`config.mk`:
```
export PLATFORM = sky130hd
export DESIGN_NAME = bmp_stream_writer
export DESIGN_NICKNAME = d
export VERILOG_FILES = /design/src/rtl/bmp_stream_writer.sv
export SDC_FILE = /design/constraint.sdc
export NUM_CORES = 1
export LEC_CHECK = 0
export CAP_MARGIN = 20
export CORE_MARGIN = 2
export CORE_UTILIZATION = 40
export CTS_BUF_LIST = sky130_fd_sc_hd__clkbuf_8 sky130_fd_sc_hd__clkbuf_16
export DETAILED_ROUTE_END_ITERATION = 16
export HOLD_SLACK_MARGIN = 0.05
export PLACE_DENSITY = 0.6
export SLEW_MARGIN = 20
export SYNTH_ARGS = -nofsm -noshare
export SYNTH_HDL_FRONTEND = slang
export SYNTH_SLANG_ARGS = --single-unit
```
`constraint.sdc`:
```
create_clock -name clock -period 2.7 [get_ports clock]
set_input_delay 0.27 -clock clock [delete_from_list [all_inputs] [get_ports clock]]
set_output_delay 0.27 -clock clock [all_outputs]
set_load 0.01 [all_outputs]
```
`src/rtl/bmp_stream_writer.sv`:
```
// Purpose : serialises a 24-bpp BMP file (54-byte header, pixel bytes, row padding) into a byte FIFO.
// Latency : first header byte is written the cycle after start is sampled; 1 byte/cycle when unstalled.
// Backpr. : out_full stalls every state; in_empty stalls only pixel bytes; a pixel is popped with its last byte.
// Ports   : clock/reset (async active-low), start, input FIFO (in_dout/in_empty/in_rd_en),
//           output FIFO (out_din/out_full/out_wr_en), status (busy, done).
module bmp_stream_writer #(
  parameter int BMP_WIDTH  = 720,
  parameter int BMP_HEIGHT = 540,
  parameter int HDR_SIZE   = 54,
  parameter int PPM        = 2835
) (
  input  logic        clock,
  input  logic        reset,
  input  logic        start,
  input  logic [23:0] in_dout,
  input  logic        in_empty,
  output logic        in_rd_en,
  output logic [7:0]  out_din,
  input  logic        out_full,
  output logic        out_wr_en,
  output logic        busy,
  output logic        done
);

  localparam logic [31:0] ROW = 32'(BMP_WIDTH) * 32'd3;
  localparam logic [31:0] PAD = (32'd4 - (ROW % 32'd4)) % 32'd4;
  localparam logic [31:0] IMG = (ROW + PAD) * 32'(BMP_HEIGHT);
  localparam logic [31:0] FSZ = 32'(HDR_SIZE) + IMG;

  localparam bit         HAS_PAD  = (PAD != 32'd0);
  localparam logic [11:0] COL_LAST = 12'(BMP_WIDTH - 1);
  localparam logic [11:0] ROW_LAST = 12'(BMP_HEIGHT - 1);
  localparam logic [5:0]  HDR_LAST = 6'(HDR_SIZE - 1);
  // Only meaningful when HAS_PAD; the PAD state is unreachable otherwise.
  localparam logic [1:0]  PAD_LAST = 2'(PAD - 32'd1);

  localparam logic [2:0] S_IDLE = 3'd0;
  localparam logic [2:0] S_HDR  = 3'd1;
  localparam logic [2:0] S_PIX  = 3'd2;
  localparam logic [2:0] S_PAD  = 3'd3;
  localparam logic [2:0] S_DONE = 3'd4;

  logic [2:0]  state;
  logic [5:0]  hdr_idx;
  logic [1:0]  byte_idx;   // byte within pixel in PIX, pad byte count in PAD
  logic [11:0] col;
  logic [11:0] row;
  logic        wr_req;
  logic        row_end;

  // Each header field is a little-endian word; pick the field covering idx,
  // then the byte at (idx - field start).
  function automatic logic [7:0] hdr_byte(input logic [5:0] idx);
    logic [31:0] v;
    logic [5:0]  base;
    logic [5:0]  off;
    v    = '0;
    base = '0;
    if      (idx < 6'd2)  begin v = 32'h0000_4D42;     base = 6'd0;  end
    else if (idx < 6'd6)  begin v = FSZ;               base = 6'd2;  end
    else if (idx < 6'd10) begin v = 32'd0;             base = 6'd6;  end
    else if (idx < 6'd14) begin v = 32'(HDR_SIZE);     base = 6'd10; end
    else if (idx < 6'd18) begin v = 32'd40;            base = 6'd14; end
    else if (idx < 6'd22) begin v = 32'(BMP_WIDTH);    base = 6'd18; end
    else if (idx < 6'd26) begin v = 32'(BMP_HEIGHT);   base = 6'd22; end
    else if (idx < 6'd28) begin v = 32'd1;             base = 6'd26; end
    else if (idx < 6'd30) begin v = 32'd24;            base = 6'd28; end
    else if (idx < 6'd34) begin v = 32'd0;             base = 6'd30; end
    else if (idx < 6'd38) begin v = IMG;               base = 6'd34; end
    else if (idx < 6'd42) begin v = 32'(PPM);          base = 6'd38; end
    else if (idx < 6'd46) begin v = 32'(PPM);          base = 6'd42; end
    else                  begin v = 32'd0;             base = 6'd46; end
    off = idx - base;
    return v[{off[1:0], 3'b000} +: 8];
  endfunction

  always_comb begin
    wr_req = 1'b0;
    case (state)
      S_HDR, S_PAD: wr_req = 1'b1;
      S_PIX:        wr_req = ~in_empty;
      default:      wr_req = 1'b0;
    endcase
    out_wr_en = wr_req & ~out_full;

    out_din = 8'h00;
    if (out_wr_en) begin
      case (state)
        S_HDR: out_din = hdr_byte(hdr_idx);
        S_PIX: begin
          case (byte_idx)
            2'd0:    out_din = in_dout[23:16];
            2'd1:    out_din = in_dout[15:8];
            default: out_din = in_dout[7:0];
          endcase
        end
        default: out_din = 8'h00;
      endcase
    end

    // Pop only with the last byte so in_dout stays put across the pixel.
    in_rd_en = out_wr_en && (state == S_PIX) && (byte_idx == 2'd2);

    row_end = out_wr_en &&
              (((state == S_PIX) && (byte_idx == 2'd2) && (col == COL_LAST) && !HAS_PAD) ||
               ((state == S_PAD) && (byte_idx == PAD_LAST)));
  end

  assign busy = (state == S_HDR) || (state == S_PIX) || (state == S_PAD);
  assign done = (state == S_DONE);

  always_ff @(posedge clock or negedge reset) begin
    if (!reset) begin
      state    <= S_IDLE;
      hdr_idx  <= '0;
      byte_idx <= '0;
      col      <= '0;
      row      <= '0;
    end else begin
      case (state)
        S_IDLE, S_DONE: begin
          if (start) begin
            state    <= S_HDR;
            hdr_idx  <= '0;
            byte_idx <= '0;
            col      <= '0;
            row      <= '0;
          end
        end
        S_HDR: begin
          if (out_wr_en) begin
            if (hdr_idx == HDR_LAST) begin
              hdr_idx <= '0;
              state   <= S_PIX;
            end else begin
              hdr_idx <= hdr_idx + 6'd1;
            end
          end
        end
        S_PIX: begin
          if (out_wr_en) begin
            if (byte_idx == 2'd2) begin
              byte_idx <= '0;
              if (col == COL_LAST) begin
                col <= '0;
                if (HAS_PAD) state <= S_PAD;
              end else begin
                col <= col + 12'd1;
              end
            end else begin
              byte_idx <= byte_idx + 2'd1;
            end
          end
        end
        S_PAD: begin
          if (out_wr_en) begin
            byte_idx <= (byte_idx == PAD_LAST) ? 2'd0 : byte_idx + 2'd1;
          end
        end
        default: state <= S_IDLE;
      endcase

      // Row completion overrides the per-state next state chosen above.
      if (row_end) begin
        if (row == ROW_LAST) begin
          row   <= '0;
          state <= S_DONE;
        end else begin
          row   <= row + 12'd1;
          state <= S_PIX;
        end
      end
    end
  end

endmodule

```
==> metrics.cfg <==
[outcome]
status = completed

[synthesis]
ys_types = 56
ys_seq_area_frac = 0.3163
synth_area_leaders = dfrtp_1, o21ai_0, nor2_1
synthCells = 354
ys.flop_type = dfrtp_1
synth-edff-count = 0
async_flop_share = 1.000
synth_warnings = 0
synth_top_area_frac = 0.3163
yosys_register_bits = 35
synth.largest_area_cell = dfrtp_1
syn_area_um2 = 2769
synth_nets = 392
syn_avg_cell_area_um2 = 7.822

[timing]
timing.hold.ws_ns = 0.3942
report.final.setup_viol = 0
grt_setup_unrepaired = true
hold_viol = 0
tightest_slew_ns = 0.7540
period_minus_slack_ns = 2.606
post-route-period-util = 0.9652
drv_slew = 0
finalWorstSetupSlack_ns = 0.09399
fmax_ghz = 0.3837
slew-limit-headroom = 0.4973
finClkSkew_ns = 0.003808

[worst_setup_path]
critPathTopFamily = buffers and inverters
end_kind = output port
crit_required_ns = 2.43
crit_chain = nor4_1 -> o31a_1 -> buf_4 -> a21boi_1 -> o21a_1 -> clkdlybuf4s50_1
worstPathArrival_ns = 2.34
cp-start-kind = flop
cp_slowest_cell = clkdlybuf4s50_1
slowest_delay_ns = 0.52
path_buf_inv = 2
worst-path-max-fanout = 14
crit_type = reg -> out

[placed_design]
gp_congestion = 0.8179
hpwl_um = 5112
dp_cells = 463
io_buffers = 40
dpl_cell_area_um2 = 3284
place_ws_ns = 0.2421

[layout]
post-route-util = 0.5174
final_nets = 435
layout-drive-gt1-share = 0.1256
fin_cells = 478
antennaDiodeCount = 0
design_area_um2 = 3496
area_growth_pct = 26.25

[global_route]
grt_usage = 0.1963
grt-ovfl-total = 0
grt_max_degree = 36
grt_pass1_vias = 2521
antenna_found_initial = 0
grt_pass1_wl_um = 12020

[routing]
vias = 2822
drt_wl_total_um = 7391
ant_nets = 0
vias_per_cell = 5.904
drc = 0
drt_iter0_drc = 145
drtPass1Iterations = 4
wl_per_cell_um = 15.46

[floorplan]
die_x_um = 87.20
core-area_um2 = 6756
die_y_um = 87.20
initial_core_util = 0.4098
fp-row-count = 30
io_pins = 41
die_area_um2 = 7604

[clock_network]
cts_sinks = 35
cts_root_buffer = clkbuf_8
clk_pin_slew_ns = 0.07
worstSkewPairLatency_ns = 0.28
cts_tree = built
cts_buffers = 5
cts.path.max_buffers = 2
h-tree-depth = 2

[power]
p_per_area_nw_per_um2 = 656.9
p_leak_nw = 1.369
irDropWorstVdd_mv = 0.4843

[hold_path]
hold_path_class = in -> async

[flow_run]
cap_viol_max_count = 0

==> timing repair <==
action | in CTS | in global routing
cloned | 0 | 0
gates resized for setup | 3 | 15
hold buffers | 0 | 0
setup endpoints to repair | 3 | 8
buffers inserted | 0 | 7
==> where the power goes <==
part / switching (mW) / internal (mW)
clock network: 0.192 / 0.229
registers: 0.198 / 0.673
logic: 0.516 / 0.489
total: 0.906 / 1.39
==> metal layers <==
| layer | up-vias | track usage | share of wire |
|---|---|---|---|
| li1 | 1411 | - | - |
| met3 | 8 | 0.03128 | 0.040 |
| met2 | 82 | 0.3158 | 0.48 |
| met5 | - | 0 | 0 |
| met1 | 1321 | 0.2733 | 0.47 |
| met4 | 0 | 0.05594 | 0.010 |
==> sequential cells by signal, indices dropped and copies added (netlist names) <==
name,flops
col,12
row,12
byte_idx,2
state,3
hdr_idx,6
==> final timing paths <==
path | slack (ns) | to | start | cells past startpoint
setup / recovery | 0.09 | out_din[2] | hdr_idx[4] | 6
hold / removal | 0.39 | byte_idx[0] | reset | 2
setup reg to reg | 0.29 | row[11] | col[0] | 6
hold reg to reg | 0.49 | col[11] | col[11] | 1
max in group asynchronous | 1.96 | state[2] | reset | 2
min in group clock | 0.49 | col[11] | col[11] | 1
==> placed cells by master (no fill, tap or decap), types with 2 or more instances in the layout <==
cell | netlist | layout
ha_4 | 0 | 2
or2_2 | 3 | 3
nor2_1 | 32 | 31
nor3b_2 | 0 | 2
o21ai_0 | 35 | 35
o22ai_1 | 4 | 4
nor2_2 | 1 | 2
ha_1 | 9 | 7
a22o_1 | 3 | 3
and4b_1 | 2 | 2
buf_4 | 0 | 23
a21oi_1 | 21 | 21
nor4_2 | 1 | 2
nor2b_1 | 10 | 9
o211ai_1 | 3 | 3
mux2i_1 | 6 | 6
nand4_1 | 5 | 5
o21a_1 | 2 | 2
or4_1 | 4 | 4
nand3_1 | 18 | 18
o31ai_1 | 14 | 14
dfrtp_2 | 0 | 5
clkbuf_8 | 0 | 7
o41ai_1 | 3 | 3
nand2b_1 | 10 | 10
nor3b_1 | 5 | 3
and3_1 | 5 | 5
or3_1 | 4 | 4
dfrtp_1 | 35 | 30
nand2_1 | 29 | 29
nor3_1 | 3 | 3
inv_1 | 6 | 6
xor2_1 | 4 | 4
o32a_1 | 2 | 2
a41o_1 | 2 | 2
a22oi_1 | 5 | 5
clkdlybuf4s50_1 | 0 | 39
a31oi_1 | 17 | 17
==> Yosys cell counts (5+ instances only) <==
master and n:
dfrtp_1 35, o21ai_0 35, nor2_1 32, nand2_1 29
clkbuf_1 22, a21oi_1 21, nand3_1 18, a31oi_1 17
o31ai_1 14, nand2b_1 10, nor2b_1 10, ha_1 9
buf_2 6, inv_1 6, mux2i_1 6, a22oi_1 5
and3_1 5, nand4_1 5, nor3b_1 5
==> per-stage QoR <==
| step | total power, mW | setup TNS [ns] |
|---|---|---|
| final | 2.296 | 0 |
| after global routing | 2.491 | -0.07678 |
| after CTS | 2.246 | 0 |
| after detailed placement | 1.823 | 0 |
| after global placement | 1.819 | 0 |
| after floorplan | 1.474 | 0 |
==> kinds of logic (layout without fill, tap and decap cells) <==
kind of cell    Yosys count  after routing  share of synthesized area
mux                       6              6                    0.02169
fa+ha+maj                 9              9                    0.04067
xor+xnor                  5              5                    0.01581
simple gates            142            142                     0.2725
compound gates          123            123                     0.2842
buf+inv                  34             78                    0.04880
flops                    35             35                     0.3163
==> layout make-up <==
| class | instances | area, µm² |
|---|---|---|
| tap | 80 | 100.1 |
| clock inverter | 1 | 3.754 |
| sequential | 35 | 882.1 |
| timing repair buffer | 64 | 586.8 |
| clock buffer | 7 | 96.34 |
| multi-input combinational | 285 | 1804 |
| inverter | 6 | 22.52 |
| fill | 648 | 3261 |
Note: power is estimated with default switching activity, not from simulation.
